===== src/rtl/jogo_pkg.sv =====
// Shared types for the memory-game block: state codes, debug widths,
// default sequence ROM image and a counter-width helper.
package jogo_pkg;

    typedef enum logic [3:0] {
        INICIAL     = 4'h0,
        PREPARA     = 4'h1,
        NOVA_RODADA = 4'h2,
        ESPERA      = 4'h3,
        REGISTRA    = 4'h4,
        COMPARA     = 4'h5,
        PROX_JOGADA = 4'h6,
        PROX_RODADA = 4'h7,
        FIM_ACERTOU = 4'hA,
        FIM_ERROU   = 4'hE,
        FIM_TIMEOUT = 4'hF
    } estado_t;

    localparam int DB_ESTADO_W = 4;

    // Entry 0 in the low nibble: 1,2,4,8,4,2,1,1,2,2,4,4,8,8,1,4
    localparam logic [63:0] ROM_DEFAULT = 64'h4188_4422_1124_8421;

    function automatic int cnt_w(input int m);
        return (m > 1) ? $clog2(m) : 1;
    endfunction

endpackage


===== src/rtl/jogo_sequencia_param_if.sv =====
// Player-side and debug signals of the memory game; the board top drives
// iniciar/modo/chaves (master) and the game block answers (slave).
interface jogo_sequencia_param_if
    import jogo_pkg::*;
#(
    parameter int N = 4,
    parameter int A = 4
);
    logic                   iniciar;
    logic                   modo;
    logic [N-1:0]           chaves;
    logic                   pronto;
    logic                   acertou;
    logic                   errou;
    logic                   timeout;
    logic                   db_igual;
    logic [N-1:0]           db_jogada;
    logic [N-1:0]           db_memoria;
    logic [A-1:0]           db_endereco;
    logic [A-1:0]           db_rodada;
    logic [DB_ESTADO_W-1:0] db_estado;

    modport master (
        output iniciar, modo, chaves,
        input  pronto, acertou, errou, timeout, db_igual, db_jogada,
               db_memoria, db_endereco, db_rodada, db_estado
    );

    modport slave (
        input  iniciar, modo, chaves,
        output pronto, acertou, errou, timeout, db_igual, db_jogada,
               db_memoria, db_endereco, db_rodada, db_estado
    );
endinterface


===== src/rtl/jogo_sequencia_param_contador_m.sv =====
// Saturating up-counter modulo M with synchronous clear/enable; fim flags
// the terminal value M-1 and the count holds there instead of wrapping.
module contador_m
    import jogo_pkg::*;
#(
    parameter  int M = 16,
    localparam int W = cnt_w(M)
) (
    input  logic         clock,
    input  logic         reset,
    input  logic         clr,
    input  logic         en,
    output logic [W-1:0] q,
    output logic         fim
);
    localparam logic [W-1:0] MAX = W'(M - 1);

    always_ff @(posedge clock) begin
        if (reset || clr)
            q <= '0;
        else if (en && (q != MAX))
            q <= q + 1'b1;
    end

    assign fim = (q == MAX);
endmodule


===== src/rtl/jogo_sequencia_param.sv =====
// Parametrised memory-game datapath + control. Optional per-play timeout is
// enabled by defining TIMEOUT_EN (adds TIMEOUT_C parameter and timer).
module jogo_sequencia_param
    import jogo_pkg::*;
#(
    parameter int                 N        = 4,
    parameter int                 DEPTH    = 16,
    // Sequence ROM image, entry i at bits [i*N +: N]
    parameter logic [DEPTH*N-1:0] ROM_INIT = (DEPTH*N)'(ROM_DEFAULT)
`ifdef TIMEOUT_EN
    , parameter int               TIMEOUT_C = 5000
`endif
) (
    input logic                    clock,
    input logic                    reset,
    jogo_sequencia_param_if.slave  bus
);
    localparam int A = cnt_w(DEPTH);

    estado_t      estado, prox;
    logic [N-1:0] chaves_ant, jogada, memoria_q, rom_dado;
    logic [A-1:0] endereco, rodada;
    logic         igual_q, modo_q, borda, estourou;
    logic         fim_end, fim_rod, ultima_pos, ultima_rod;
    logic         pronto_q, acertou_q, errou_q, timeout_q;

    contador_m #(.M(DEPTH)) u_endereco (
        .clock (clock),
        .reset (reset),
        .clr   ((estado == PREPARA) || (estado == NOVA_RODADA)),
        .en    (estado == PROX_JOGADA),
        .q     (endereco),
        .fim   (fim_end)
    );

    contador_m #(.M(DEPTH)) u_rodada (
        .clock (clock),
        .reset (reset),
        .clr   (estado == PREPARA),
        .en    (estado == PROX_RODADA),
        .q     (rodada),
        .fim   (fim_rod)
    );

`ifdef TIMEOUT_EN
    logic [cnt_w(TIMEOUT_C)-1:0] timer;
    logic                        fim_timer;

    // Held at zero outside ESPERA, so every ESPERA visit starts a fresh window
    contador_m #(.M(TIMEOUT_C)) u_timer (
        .clock (clock),
        .reset (reset),
        .clr   (estado != ESPERA),
        .en    (estado == ESPERA),
        .q     (timer),
        .fim   (fim_timer)
    );
    assign estourou = fim_timer;
`else
    assign estourou = 1'b0;
`endif

    assign rom_dado   = ROM_INIT[int'(endereco)*N +: N];
    assign borda      = (|bus.chaves) && (chaves_ant == '0);
    assign ultima_pos = modo_q ? (endereco == rodada) : fim_end;
    assign ultima_rod = !modo_q || fim_rod;

    always_comb begin
        prox = estado;
        unique case (estado)
            INICIAL, FIM_ACERTOU, FIM_ERROU, FIM_TIMEOUT:
                if (bus.iniciar) prox = PREPARA;
            PREPARA:     prox = NOVA_RODADA;
            NOVA_RODADA: prox = ESPERA;
            // A play arriving on the expiry cycle still counts
            ESPERA:
                if (borda)         prox = REGISTRA;
                else if (estourou) prox = FIM_TIMEOUT;
            REGISTRA:    prox = COMPARA;
            COMPARA:
                if (!igual_q)        prox = FIM_ERROU;
                else if (ultima_pos) prox = ultima_rod ? FIM_ACERTOU : PROX_RODADA;
                else                 prox = PROX_JOGADA;
            PROX_JOGADA: prox = ESPERA;
            PROX_RODADA: prox = NOVA_RODADA;
            default:     prox = INICIAL;
        endcase
    end

    always_ff @(posedge clock) begin
        if (reset) begin
            estado     <= INICIAL;
            chaves_ant <= '0;
            jogada     <= '0;
            memoria_q  <= '0;
            igual_q    <= 1'b0;
            modo_q     <= 1'b0;
            pronto_q   <= 1'b0;
            acertou_q  <= 1'b0;
            errou_q    <= 1'b0;
            timeout_q  <= 1'b0;
        end else begin
            estado     <= prox;
            chaves_ant <= bus.chaves;
            memoria_q  <= rom_dado;
            if (estado == PREPARA) begin
                modo_q  <= bus.modo;
                jogada  <= '0;
                igual_q <= 1'b0;
            end
            if ((estado == ESPERA) && borda)
                jogada <= bus.chaves;
            if (estado == REGISTRA)
                igual_q <= (jogada == rom_dado);
            // Flags decoded from the next state so they line up with db_estado
            pronto_q  <= prox inside {FIM_ACERTOU, FIM_ERROU, FIM_TIMEOUT};
            acertou_q <= (prox == FIM_ACERTOU);
            errou_q   <= prox inside {FIM_ERROU, FIM_TIMEOUT};
            timeout_q <= (prox == FIM_TIMEOUT);
        end
    end

    assign bus.pronto      = pronto_q;
    assign bus.acertou     = acertou_q;
    assign bus.errou       = errou_q;
    assign bus.timeout     = timeout_q;
    assign bus.db_igual    = igual_q;
    assign bus.db_jogada   = jogada;
    assign bus.db_memoria  = memoria_q;
    assign bus.db_endereco = endereco;
    assign bus.db_rodada   = rodada;
    assign bus.db_estado   = estado;
endmodule

===== src/flat_wrapper.sv =====
// flat-port wrapper written by rule: the top's interface ports become plain ports
module jogo_sequencia_param_flat import jogo_pkg::*;
#(
    parameter int                 N        = 4,
    parameter int                 DEPTH    = 16,
                                                     
    parameter logic [DEPTH*N-1:0] ROM_INIT = (DEPTH*N)'(ROM_DEFAULT)

)
  (clock, reset, bus_iniciar, bus_modo, bus_chaves, bus_pronto, bus_acertou, bus_errou, bus_timeout, bus_db_igual, bus_db_jogada, bus_db_memoria, bus_db_endereco, bus_db_rodada, bus_db_estado);
  jogo_sequencia_param_if #(.N(N)) bus_i ();
  input logic clock;
  input logic reset;
  input wire logic [$bits(bus_i.iniciar)-1:0] bus_iniciar;
  input wire logic [$bits(bus_i.modo)-1:0] bus_modo;
  input wire logic [$bits(bus_i.chaves)-1:0] bus_chaves;
  output wire logic [$bits(bus_i.pronto)-1:0] bus_pronto;
  output wire logic [$bits(bus_i.acertou)-1:0] bus_acertou;
  output wire logic [$bits(bus_i.errou)-1:0] bus_errou;
  output wire logic [$bits(bus_i.timeout)-1:0] bus_timeout;
  output wire logic [$bits(bus_i.db_igual)-1:0] bus_db_igual;
  output wire logic [$bits(bus_i.db_jogada)-1:0] bus_db_jogada;
  output wire logic [$bits(bus_i.db_memoria)-1:0] bus_db_memoria;
  output wire logic [$bits(bus_i.db_endereco)-1:0] bus_db_endereco;
  output wire logic [$bits(bus_i.db_rodada)-1:0] bus_db_rodada;
  output wire logic [$bits(bus_i.db_estado)-1:0] bus_db_estado;
  assign bus_i.iniciar = bus_iniciar;
  assign bus_i.modo = bus_modo;
  assign bus_i.chaves = bus_chaves;
  assign bus_pronto = bus_i.pronto;
  assign bus_acertou = bus_i.acertou;
  assign bus_errou = bus_i.errou;
  assign bus_timeout = bus_i.timeout;
  assign bus_db_igual = bus_i.db_igual;
  assign bus_db_jogada = bus_i.db_jogada;
  assign bus_db_memoria = bus_i.db_memoria;
  assign bus_db_endereco = bus_i.db_endereco;
  assign bus_db_rodada = bus_i.db_rodada;
  assign bus_db_estado = bus_i.db_estado;
  jogo_sequencia_param #(.N(N), .DEPTH(DEPTH), .ROM_INIT(ROM_INIT)) u_core (.clock(clock), .reset(reset), .bus(bus_i));
endmodule

===== config.mk =====
export PLATFORM = sky130hd
export DESIGN_NAME = jogo_sequencia_param_flat
export DESIGN_NICKNAME = d
export VERILOG_FILES = /design/src/rtl/jogo_pkg.sv /design/src/rtl/jogo_sequencia_param_if.sv /design/src/rtl/jogo_sequencia_param_contador_m.sv /design/src/rtl/jogo_sequencia_param.sv /design/src/flat_wrapper.sv
export SDC_FILE = /design/constraint.sdc
export NUM_CORES = 1
export LEC_CHECK = 0
export CORE_MARGIN = 8
export CORE_UTILIZATION = 52
export CTS_BUF_LIST = sky130_fd_sc_hd__clkbuf_8
export CTS_CLUSTER_SIZE = 24
export DETAILED_ROUTE_END_ITERATION = 10
export PLACE_DENSITY = 0.81
export SETUP_SLACK_MARGIN = 0.1
export SYNTH_ARGS = -nofsm -noshare
export SYNTH_HDL_FRONTEND = slang
export SYNTH_SLANG_ARGS = --single-unit

===== constraint.sdc =====
create_clock -name clock -period 2.6 [get_ports clock]
set_clock_uncertainty 0.15 [all_clocks]
set_input_delay 0.39 -clock clock [delete_from_list [all_inputs] [get_ports clock]]
set_output_delay 0.39 -clock clock [all_outputs]
set_load 0.01 [all_outputs]

# After elaboration in Yosys (flattened, before gate mapping)
# Index checks and enable logic that the tools add are counted.
# totals
regBits,30
latch_bits,0
ram_bits,0
romBits,0
inputBits,8
out_inout_bits,25
elab_cells,64
n_memories,0
# classes
addsub,2
multipliers,0
div,0
magnitude_cmp,0
n_eq_ne,19
shifts,1
muxes,11
n_bitwise,0
n_reduce_logical,19
# op_table
cell,count
indexed part select 64 x 7 -> 4 bit (first input constant),1
== test 4 bit (second input constant),8
2-to-1 mux 4 bit,7
one-hot mux 4 bit (6 select lines),1
== test 4 x 3 -> 1 bit (second input constant),4
adder 4 x 1 -> 4 bit (second input constant),2
== test 4 x 2 -> 1 bit (second input constant),2
== test 4 bit,2
logical NOT 4 bit,2
inequality test 4 bit (second input constant),2
OR reduction 4 bit,2
nonzero test 2 bit,3
== test 4 x 1 -> 1 bit (second input constant),1
logical AND 1 bit,4
logical OR 1 bit,4
OR reduction 2 bit,2
2-to-1 mux 1 bit,3
nonzero test 3 bit,1
logical NOT 1 bit,1

# Longest topological paths before layout
# Gate-level depths: netlist (run 1).
# depth
word_depth,8
ltp_mapped,7

# Cells and area by module
# From an unflattened synthesis (run 1), not the netlist that was laid out.
# unflattened
hier_cells,184
hier_area_um2,1577.8
# by_module_without_submodules
module,instances,cells_per_inst,area_per_inst_um2
jogo_sequencia_param,1,140,1154.9
contador_m,2,22,211.5

# Worst setup path after synthesis (run 1)
# Ideal clock, no wire load.
# synth_timing
path_type,reg-to-reg
from,reg u_core.u_endereco.q[1]
to,reg u_core.igual_q (netlist: u_core.bus.db_igual)
setup_ns,0.059
t_arrival_ns,1.857
required_ns,2.391
setup_slack_ns,0.534
stages_incl_launch_ff,8
n_path_buf,0
path_cell_list,dfxtp_1 -> inv_1 -> ha_1 -> mux4_2 -> xnor2_1 -> nand3_1 -> o41ai_1 -> and2_1
# synth_via
elab_chain_len,3
# synth_rtl
element,line,source
start: declaration,jogo_sequencia_param_contador_m.sv:13,"output logic [W-1:0] q,"
start signal: assignment,jogo_sequencia_param_contador_m.sv:22,q <= q + 1'b1;
indexed part select 64 x 7 -> 4 bit,jogo_sequencia_param.sv:63,assign rom_dado = ROM_INIT[int'(endereco)*N +: N];
== test 4 bit,jogo_sequencia_param.sv:114,igual_q <= (jogada == rom_dado);
2-to-1 mux 1 bit,jogo_sequencia_param.sv:113,if (estado == REGISTRA)
end signal: assignment,jogo_sequencia_param.sv:114,
end: declaration,jogo_sequencia_param.sv:23,"logic igual_q, modo_q, borda, estourou;"
# Every way passes these cells.
# A chain may end at the register's enable or synchronous reset.

# Worst setup path in the final report (run 1)
# layout_timing
from,reg u_core.u_rodada.q[1]
to,reg u_core.timeout_q (netlist: u_core.bus.timeout)
# layout_via
elab_chain_len,7
# layout_rtl
element,line,source
start: declaration,jogo_sequencia_param_contador_m.sv:13,
start signal: assignment,jogo_sequencia_param_contador_m.sv:22,
== test 4 bit,jogo_sequencia_param_contador_m.sv:25,assign fim = (q == MAX);
logical OR 1 bit,jogo_sequencia_param.sv:66,assign ultima_rod = !modo_q || fim_rod;
2-to-1 mux 4 bit,jogo_sequencia_param.sv:82,else if (ultima_pos) prox = ultima_rod ? FIM_ACERTOU : PROX_RODADA;
2-to-1 mux 4 bit (*),jogo_sequencia_param.sv:82,
2-to-1 mux 4 bit (*),jogo_sequencia_param.sv:81,if (!igual_q) prox = FIM_ERROU;
one-hot mux 4 bit (6 select lines) (*),jogo_sequencia_param.sv:70,unique case (estado)
== test 4 bit (*),jogo_sequencia_param.sv:119,timeout_q <= (prox == FIM_TIMEOUT);
end signal: assignment,jogo_sequencia_param.sv:119,
end: declaration,jogo_sequencia_param.sv:25,"logic pronto_q, acertou_q, errou_q, timeout_q;"
# Every way passes the cells marked *; elsewhere a longest branch is shown, timed or not.

==> impl_metrics.env, run 1 <==
export IMPL_status="complete, no violations"
export IMPL_pwr_density_cell_mw_per_mm2=482
export IMPL_endpoint_kind="register"
export IMPL_postCtsSetupRepairBufs=0
export IMPL_p_leak_uw=0.000710
export IMPL_syn_cell_area_mm2=0.00155
export IMPL_cap_violations=0
export IMPL_hold_path_class="register to register"
export IMPL_rsz0062_at_grt="no"
export IMPL_worstMarginPinSlew_ps=699
export IMPL_worstSkewPairLatency_ps=280
export IMPL_p_int_uw=725
export IMPL_finalHoldViolations=0
export IMPL_critPathTopFamily="compound AO/OA/AOI/OAI gates"
export IMPL_regToRegEndpoint="u_core.bus.timeout"
export IMPL_die_width_um=70.5
export IMPL_nets=220
export IMPL_critPathKind="register to register"
export IMPL_drt_pass1_iter_count=4
export IMPL_crit_start="u_core.u_rodada.q[1]"
export IMPL_io_pins=33
export IMPL_r2r_start="u_core.u_rodada.q[1]"
export IMPL_setup_tns_ps=0
export IMPL_combPwrFrac_pct=9.8
export IMPL_finalNonFillerCells=238
export IMPL_cp_cell_sequence="ha_1 > nand3_1 > and2_1 > a2111oi_0 > a22oi_1 > nor3_2"
export IMPL_power_uw=948
export IMPL_max_stage_delay_ps=470
export IMPL_core_area_mm2=0.00278
export IMPL_post_route_period_util_pct=84.7
export IMPL_cts_max_level=2
export IMPL_crit_end="u_core.bus.timeout"
export IMPL_grt_usage_pct=14.5
export IMPL_vias=1348
export IMPL_cp_max_fo=7
export IMPL_grt_overflow=0
export IMPL_cp_start_kind="register"
export IMPL_vias_per_cell=5.66
export IMPL_p_sw_share_pct=23.5
export IMPL_path_clk_slew_ps=60
export IMPL_yosysUniqueCellTypes=46
export IMPL_slew_headroom_pct=53.0
export IMPL_setup_viol=0
export IMPL_dp_cells=230
export IMPL_synth_cells=175
export IMPL_cts_resized_gates=0
export IMPL_syn_nets=189
export IMPL_layout_commonest_cell="clkdlybuf4s50_1"
export IMPL_cts_buffer_depth=2
export IMPL_period_needed_ps=2200
export IMPL_cts_root_buf="clkbuf_8"
export IMPL_syn_to_final_growth_pct=27.2
export IMPL_yosys_register_bits=30
export IMPL_clkSinkCount=30
export IMPL_reg2reg_depth=6
export IMPL_pwr_share_seq_pct=51.4
export IMPL_synth_main_ff_cell="dfxtp_1"
export IMPL_path_depth=6
export IMPL_io_buffers=32
export IMPL_final_max_slew_viol_count=0
export IMPL_arrival_ps=2260
export IMPL_r2r_slack_ps=400
export IMPL_start_util_pct=55.6
export IMPL_synth_edf_count=0
export IMPL_fin_ws_ps=397
export IMPL_wire_per_inst_um=15.0
export IMPL_diodes=0
export IMPL_ctsHoldBuffers=0
export IMPL_ir_drop_uv=522
export IMPL_dieArea_mm2=0.00497
export IMPL_p_switching_uw=223
export IMPL_mostFrequentLayoutCells="32 x clkdlybuf4s50_1, 30 x dfxtp_1, 20 x nor2_1"
export IMPL_crit_slowest_cell="dfxtp_1"
export IMPL_hpwl_mm=2.69
export IMPL_tritoncts="built"
export IMPL_final_layout_size_suffix_gt1_share_pct=7.73
export IMPL_antenna_found_initial=0
export IMPL_drc=0
export IMPL_cp_required_ps=2650
export IMPL_grt_pass1_wl_mm=5.97
export IMPL_cts_buffers=5
export IMPL_fmax_mhz=454
export IMPL_place_congestion=0.845
export IMPL_drt_iter0_drc=53
export IMPL_grt_pass1_vias=1355
export IMPL_seq_area_frac_synth_pct=38.9
export IMPL_fp_row_count=19
export IMPL_path_buf_inv=0
export IMPL_synth_async_reset_ratio_pct=0
export IMPL_synth_area_per_cell_um2=8.83
export IMPL_antenna_left=0
export IMPL_pre_cts_slack_ps=246
export IMPL_wl_mm=3.57
export IMPL_clkPwrFrac_pct=38.8
export IMPL_yosysWarnings=0
export IMPL_die_h_um=70.5
export IMPL_grt_max_degree=16
[cell type report]
type	count	area, µm²
Sequential cell	30	601
Timing Repair Buffer	33	328
Inverter	7	26.3
Clock inverter	2	8.76
Tap cell	31	38.8
Clock buffer	6	82.6
Fill cell	224	816
Multi-Input combinational cell	129	881
[power by group through the flow]
stage / logic, µW / registers (µW) / clock network [µW]
2_1_floorplan: 62.6 / 489 / 0
3_3_place_gp: 89.5 / 497 / 0
3_5_place_dp: 92.6 / 497 / 0
4_1_cts: 92.9 / 487 / 377
5_1_grt: 102 / 489 / 401
6_report: 92.5 / 487 / 368
[worst register-to-register path, delay by kind of cell (launching register included)]
family / cells / cell delay (ps)
compound gates: 2 / 700
fa+ha+maj: 1 / 250
flops: 1 / 470
simple gates: 3 / 570
[state kept, by name, summed over array words and instances (netlist names)]
register               cells
u_core.u_rodada.q          4
u_core.bus.db_igual        1
u_core.u_endereco.q        4
u_core.bus.db_memoria      4
u_core.bus.pronto          1
u_core.modo_q              1
u_core.bus.timeout         1
u_core.chaves_ant          4
u_core.bus.acertou         1
u_core.bus.db_jogada       4
u_core.bus.errou           1
u_core.bus.db_estado       4
[routing by layer]
layer  part of all wire, %  global-route usage, %  up-vias
met5                     0                      0        -
met4                   1.5                   7.14        0
met3                   7.7                   6.64        6
met2                    46                   23.1       40
met1                    45                   15.9      621
li1                      -                      -      681
[synth_stat cells (all sizes together) (2+ instances only)]
library cell  instances  share of area, %
buf                   2              0.65
nand4                 2              0.81
a211o                 3               1.7
nor2                 20               4.9
nor3                  3               1.3
nor3b                 2              0.97
clkbuf                7               1.8
a31oi                 2              0.81
a22oi                 2              0.97
nand2                15               3.6
a21oi                 7               2.3
and4b                 2               1.3
nor4                  2               1.8
o211ai                2              0.97
nor4bb                2               1.3
ha                    6               4.9
and2                  4               1.6
a32o                  2               1.4
a22o                  4               2.3
dfxtp                30                39
nor2b                11               4.9
inv                   7               1.7
a211oi                2              0.97
nand3                10               3.2
o21ai                 3              0.97
xnor2                 8               4.5
xor2                  2               1.1
[cell families after synthesis]
group           Yosys count  synth area share (%)
buf+inv                  16                  4.13
simple gates             77                  28.1
flops                    30                  38.9
mux                       2                  2.11
fa+ha+maj                 6                  4.86
compound gates           34                  16.3
xor+xnor                 10                  5.67
[worst min-delay path by stage]
stage,start,end,depth (start not counted)
final,u_core.bus.db_jogada[1],u_core.bus.db_jogada[1],1
after global routing,u_core.bus.db_jogada[3],u_core.bus.db_jogada[3],1
after CTS,u_core.bus.db_jogada[3],u_core.bus.db_jogada[3],1
after detailed placement,u_core.bus.db_jogada[3],u_core.bus.db_jogada[3],1
after global placement,u_core.bus.db_jogada[3],u_core.bus.db_jogada[3],1
after floorplan,u_core.modo_q,u_core.modo_q,2
[metrics by stage]
step	util (%)	cell area, µm²	hold slack (ps)
5_1_grt	70.7	1970	414
3_5_place_dp	67.4	1870	384
3_3_place_gp	67.4	1870	389
2_1_floorplan	-	1550	353
4_1_cts	70.7	1970	398
6_report	70.7	1970	395
Note: power is estimated with default switching activity, not from simulation.
==> run 2: changes to the inputs <==
--- a/config.mk
+++ b/config.mk
@@ -6,11 +6,11 @@
 export NUM_CORES = 1
 export LEC_CHECK = 0
 export CORE_MARGIN = 8
-export CORE_UTILIZATION = 52
+export CORE_UTILIZATION = 47
 export CTS_BUF_LIST = sky130_fd_sc_hd__clkbuf_8
 export CTS_CLUSTER_SIZE = 24
 export DETAILED_ROUTE_END_ITERATION = 10
-export PLACE_DENSITY = 0.81
+export PLACE_DENSITY = 0.78
 export SETUP_SLACK_MARGIN = 0.1
 export SYNTH_ARGS = -nofsm -noshare
 export SYNTH_HDL_FRONTEND = slang
==> constraint.sdc (replaced) <==
create_clock -name clock -period 1.9 [get_ports clock]
set_clock_uncertainty 0.15 [all_clocks]
set_input_delay 0.285 -clock clock [delete_from_list [all_inputs] [get_ports clock]]
set_output_delay 0.285 -clock clock [all_outputs]
set_load 0.01 [all_outputs]
==> run 2 against run 1 <==
Compared with the run above:
- the flow now finishes with violations (setup timing)
- first-iteration DRC count is 83% higher
- die area increased by 8.2%
- global-route usage up 1.8 points
- sequential share of layout area decreased by 5.1 points
- combinational power grew 97%
- flip-flop and latch count did not move
- largest cell class unchanged
- clock-buffer cell count is the same
==> impl_metrics.env, run 2 (synthesized netlist as in run 1, its figures left out) <==
export IMPL_status="finished, violations left"
export IMPL_failed_checks="setup timing"
export IMPL_mostFrequentLayoutCells="34 x buf_4, 24 x clkdlybuf4s50_1, 19 x nor2_1"
export IMPL_fin_ws_ps=-21.4
export IMPL_path_clk_slew_ps=60
export IMPL_cts_buffers=5
export IMPL_critPathKind="register to register"
export IMPL_grt_max_degree=14
export IMPL_final_max_slew_viol_count=0
export IMPL_drc=0
export IMPL_arrival_ps=2000
export IMPL_p_leak_uw=0.00103
export IMPL_p_sw_share_pct=22.9
export IMPL_worstSkewPairLatency_ps=280
export IMPL_grt_usage_pct=16.3
export IMPL_pre_cts_slack_ps=-75.2
export IMPL_io_buffers=32
export IMPL_period_needed_ps=1920
export IMPL_vias_per_cell=5.36
export IMPL_final_layout_size_suffix_gt1_share_pct=33.6
export IMPL_hp_start="bus_chaves[0]"
export IMPL_core_area_mm2=0.00326
export IMPL_start_util_pct=47.4
export IMPL_place_congestion=0.828
export IMPL_p_int_uw=1150
export IMPL_reg2reg_depth=6
export IMPL_wl_mm=4.57
export IMPL_fin_area_mm2=0.00247
export IMPL_cts_buffer_depth=2
export IMPL_ir_drop_uv=460
export IMPL_min_to="u_core.chaves_ant[0]"
export IMPL_vias=1539
export IMPL_post_route_period_util_pct=101
export IMPL_drt_iter0_drc=97
export IMPL_p_switching_uw=341
export IMPL_antenna_found_initial=0
export IMPL_wire_per_inst_um=15.9
export IMPL_syn_to_final_growth_pct=60.2
export IMPL_whs_path_depth=2
export IMPL_endpoint_kind="register"
export IMPL_slew_headroom_pct=80.5
export IMPL_fp_row_count=21
export IMPL_finalHoldViolations=0
export IMPL_clkPwrFrac_pct=43.5
export IMPL_grt_pass1_wl_mm=6.76
export IMPL_drt_pass1_iter_count=4
export IMPL_cap_violations=0
export IMPL_pwr_share_seq_pct=44.3
export IMPL_setup_viol=1
export IMPL_die_h_um=73.3
export IMPL_dieArea_mm2=0.00538
export IMPL_ctsHoldBuffers=0
export IMPL_combPwrFrac_pct=12.2
export IMPL_tritoncts="built"
export IMPL_cts_root_buf="clkbuf_8"
export IMPL_dp_cells=275
export IMPL_hpwl_mm=3.06
export IMPL_cp_start_kind="register"
export IMPL_nets=255
export IMPL_grt_overflow=0
export IMPL_r2r_start="u_core.u_endereco.q[0]"
export IMPL_cp_required_ps=1970
export IMPL_rsz0062_at_grt="yes"
export IMPL_diodes=0
export IMPL_hold_path_class="input pin to register"
export IMPL_finalNonFillerCells=287
export IMPL_r2r_slack_ps=-20
export IMPL_fmax_mhz=520
export IMPL_die_width_um=73.3
export IMPL_worstMarginPinSlew_ps=290
export IMPL_cp_max_fo=4
export IMPL_cts_max_level=2
export IMPL_pwr_density_cell_mw_per_mm2=602
export IMPL_io_pins=33
export IMPL_regToRegEndpoint="u_core.bus.db_igual"
export IMPL_layout_commonest_cell="buf_4"
export IMPL_clkSinkCount=30
export IMPL_grt_pass1_vias=1573
export IMPL_place_area_mm2=0.00212
export IMPL_antenna_left=0
[run 2: cell count changes in the layout (fill, tap and decap cells not counted), moves of 4 or more]
cell / before / now
dlymetal6s2s_1: 0 / 7
buf_4: 1 / 34
dfxtp_4: 0 / 6
clkdlybuf4s50_1: 32 / 24
dfxtp_1: 30 / 18
dfxtp_2: 0 / 6
ha_1: 6 / 2
[run 2: what timing repair did]
| action | CTS | global route |
|---|---|---|
| endpoints found under the setup margin | 18 | 20 |
| buffers inserted | 3 | 2 |
| pin swaps | 5 | 8 |
| resized for setup | 31 | 21 |
[run 2: how the worst max path moves through the flow]
stage	start	to	slack, ps
after floorplan	u_core.chaves_ant[1]	u_core.bus.acertou	-30
after global placement	bus_chaves[0]	u_core.bus.acertou	-50
after detailed placement	bus_chaves[0]	u_core.bus.acertou	-80
after CTS	u_core.u_endereco.q[0]	u_core.bus.db_igual	-9
after global routing	u_core.u_endereco.q[1]	u_core.bus.db_igual	-70
final	u_core.u_endereco.q[0]	u_core.bus.db_igual	-20
[run 2: metrics by stage]
| stage | setup TNS [ps] | hold slack [ps] | utilization (%) | total power [µW] |
|---|---|---|---|---|
| 2_1_floorplan | -67.7 | 283 | - | 756 |
| 3_3_place_gp | -186 | 378 | 65.2 | 819 |
| 3_5_place_dp | -405 | 377 | 65.2 | 826 |
| 4_1_cts | -9.47 | 389 | 72.7 | 1470 |
| 5_1_grt | -121 | 188 | 76.0 | 1540 |
| 6_report | -21.4 | 205 | 76.0 | 1490 |
[run 2: power by group through the flow]
stage	Combinational, µW	Clock [µW]	Sequential [µW]
finish	182	648	660
global route	195	687	662
CTS	158	656	658
detailed placement	149	0	676
global placement	144	0	675
floorplan	86.6	0	670
[run 2: layout make-up]
type	count	area [µm²]
Clock buffer	6	82.6
Clock inverter	1	30.0
Fill cell	226	783
Inverter	7	28.8
Multi-Input combinational cell	129	1030
Sequential cell	30	631
Tap cell	46	57.6
Timing Repair Buffer	68	614
[run 2: routing by layer]
| metal | vias to the layer above | track usage (%) | share of wire (%) | wire, µm |
|---|---|---|---|---|
| li1 | 753 | - | - | - |
| met1 | 722 | 15.4 | 39 | 1780 |
| met2 | 53 | 29.9 | 53 | 2400 |
| met3 | 11 | 6.14 | 6.8 | 310 |
| met4 | 0 | 8.65 | 1.6 | 74 |
| met5 | - | 0 | 0 | 0 |
[run 2: worst max-delay path, cell delays in order, from the launching register on]
cell and delay [ps]:
dfxtp_4 360, ha_2 200, mux4_2 510, xnor2_1 180, nand3_1 120, o41ai_2 190, and2_1 150
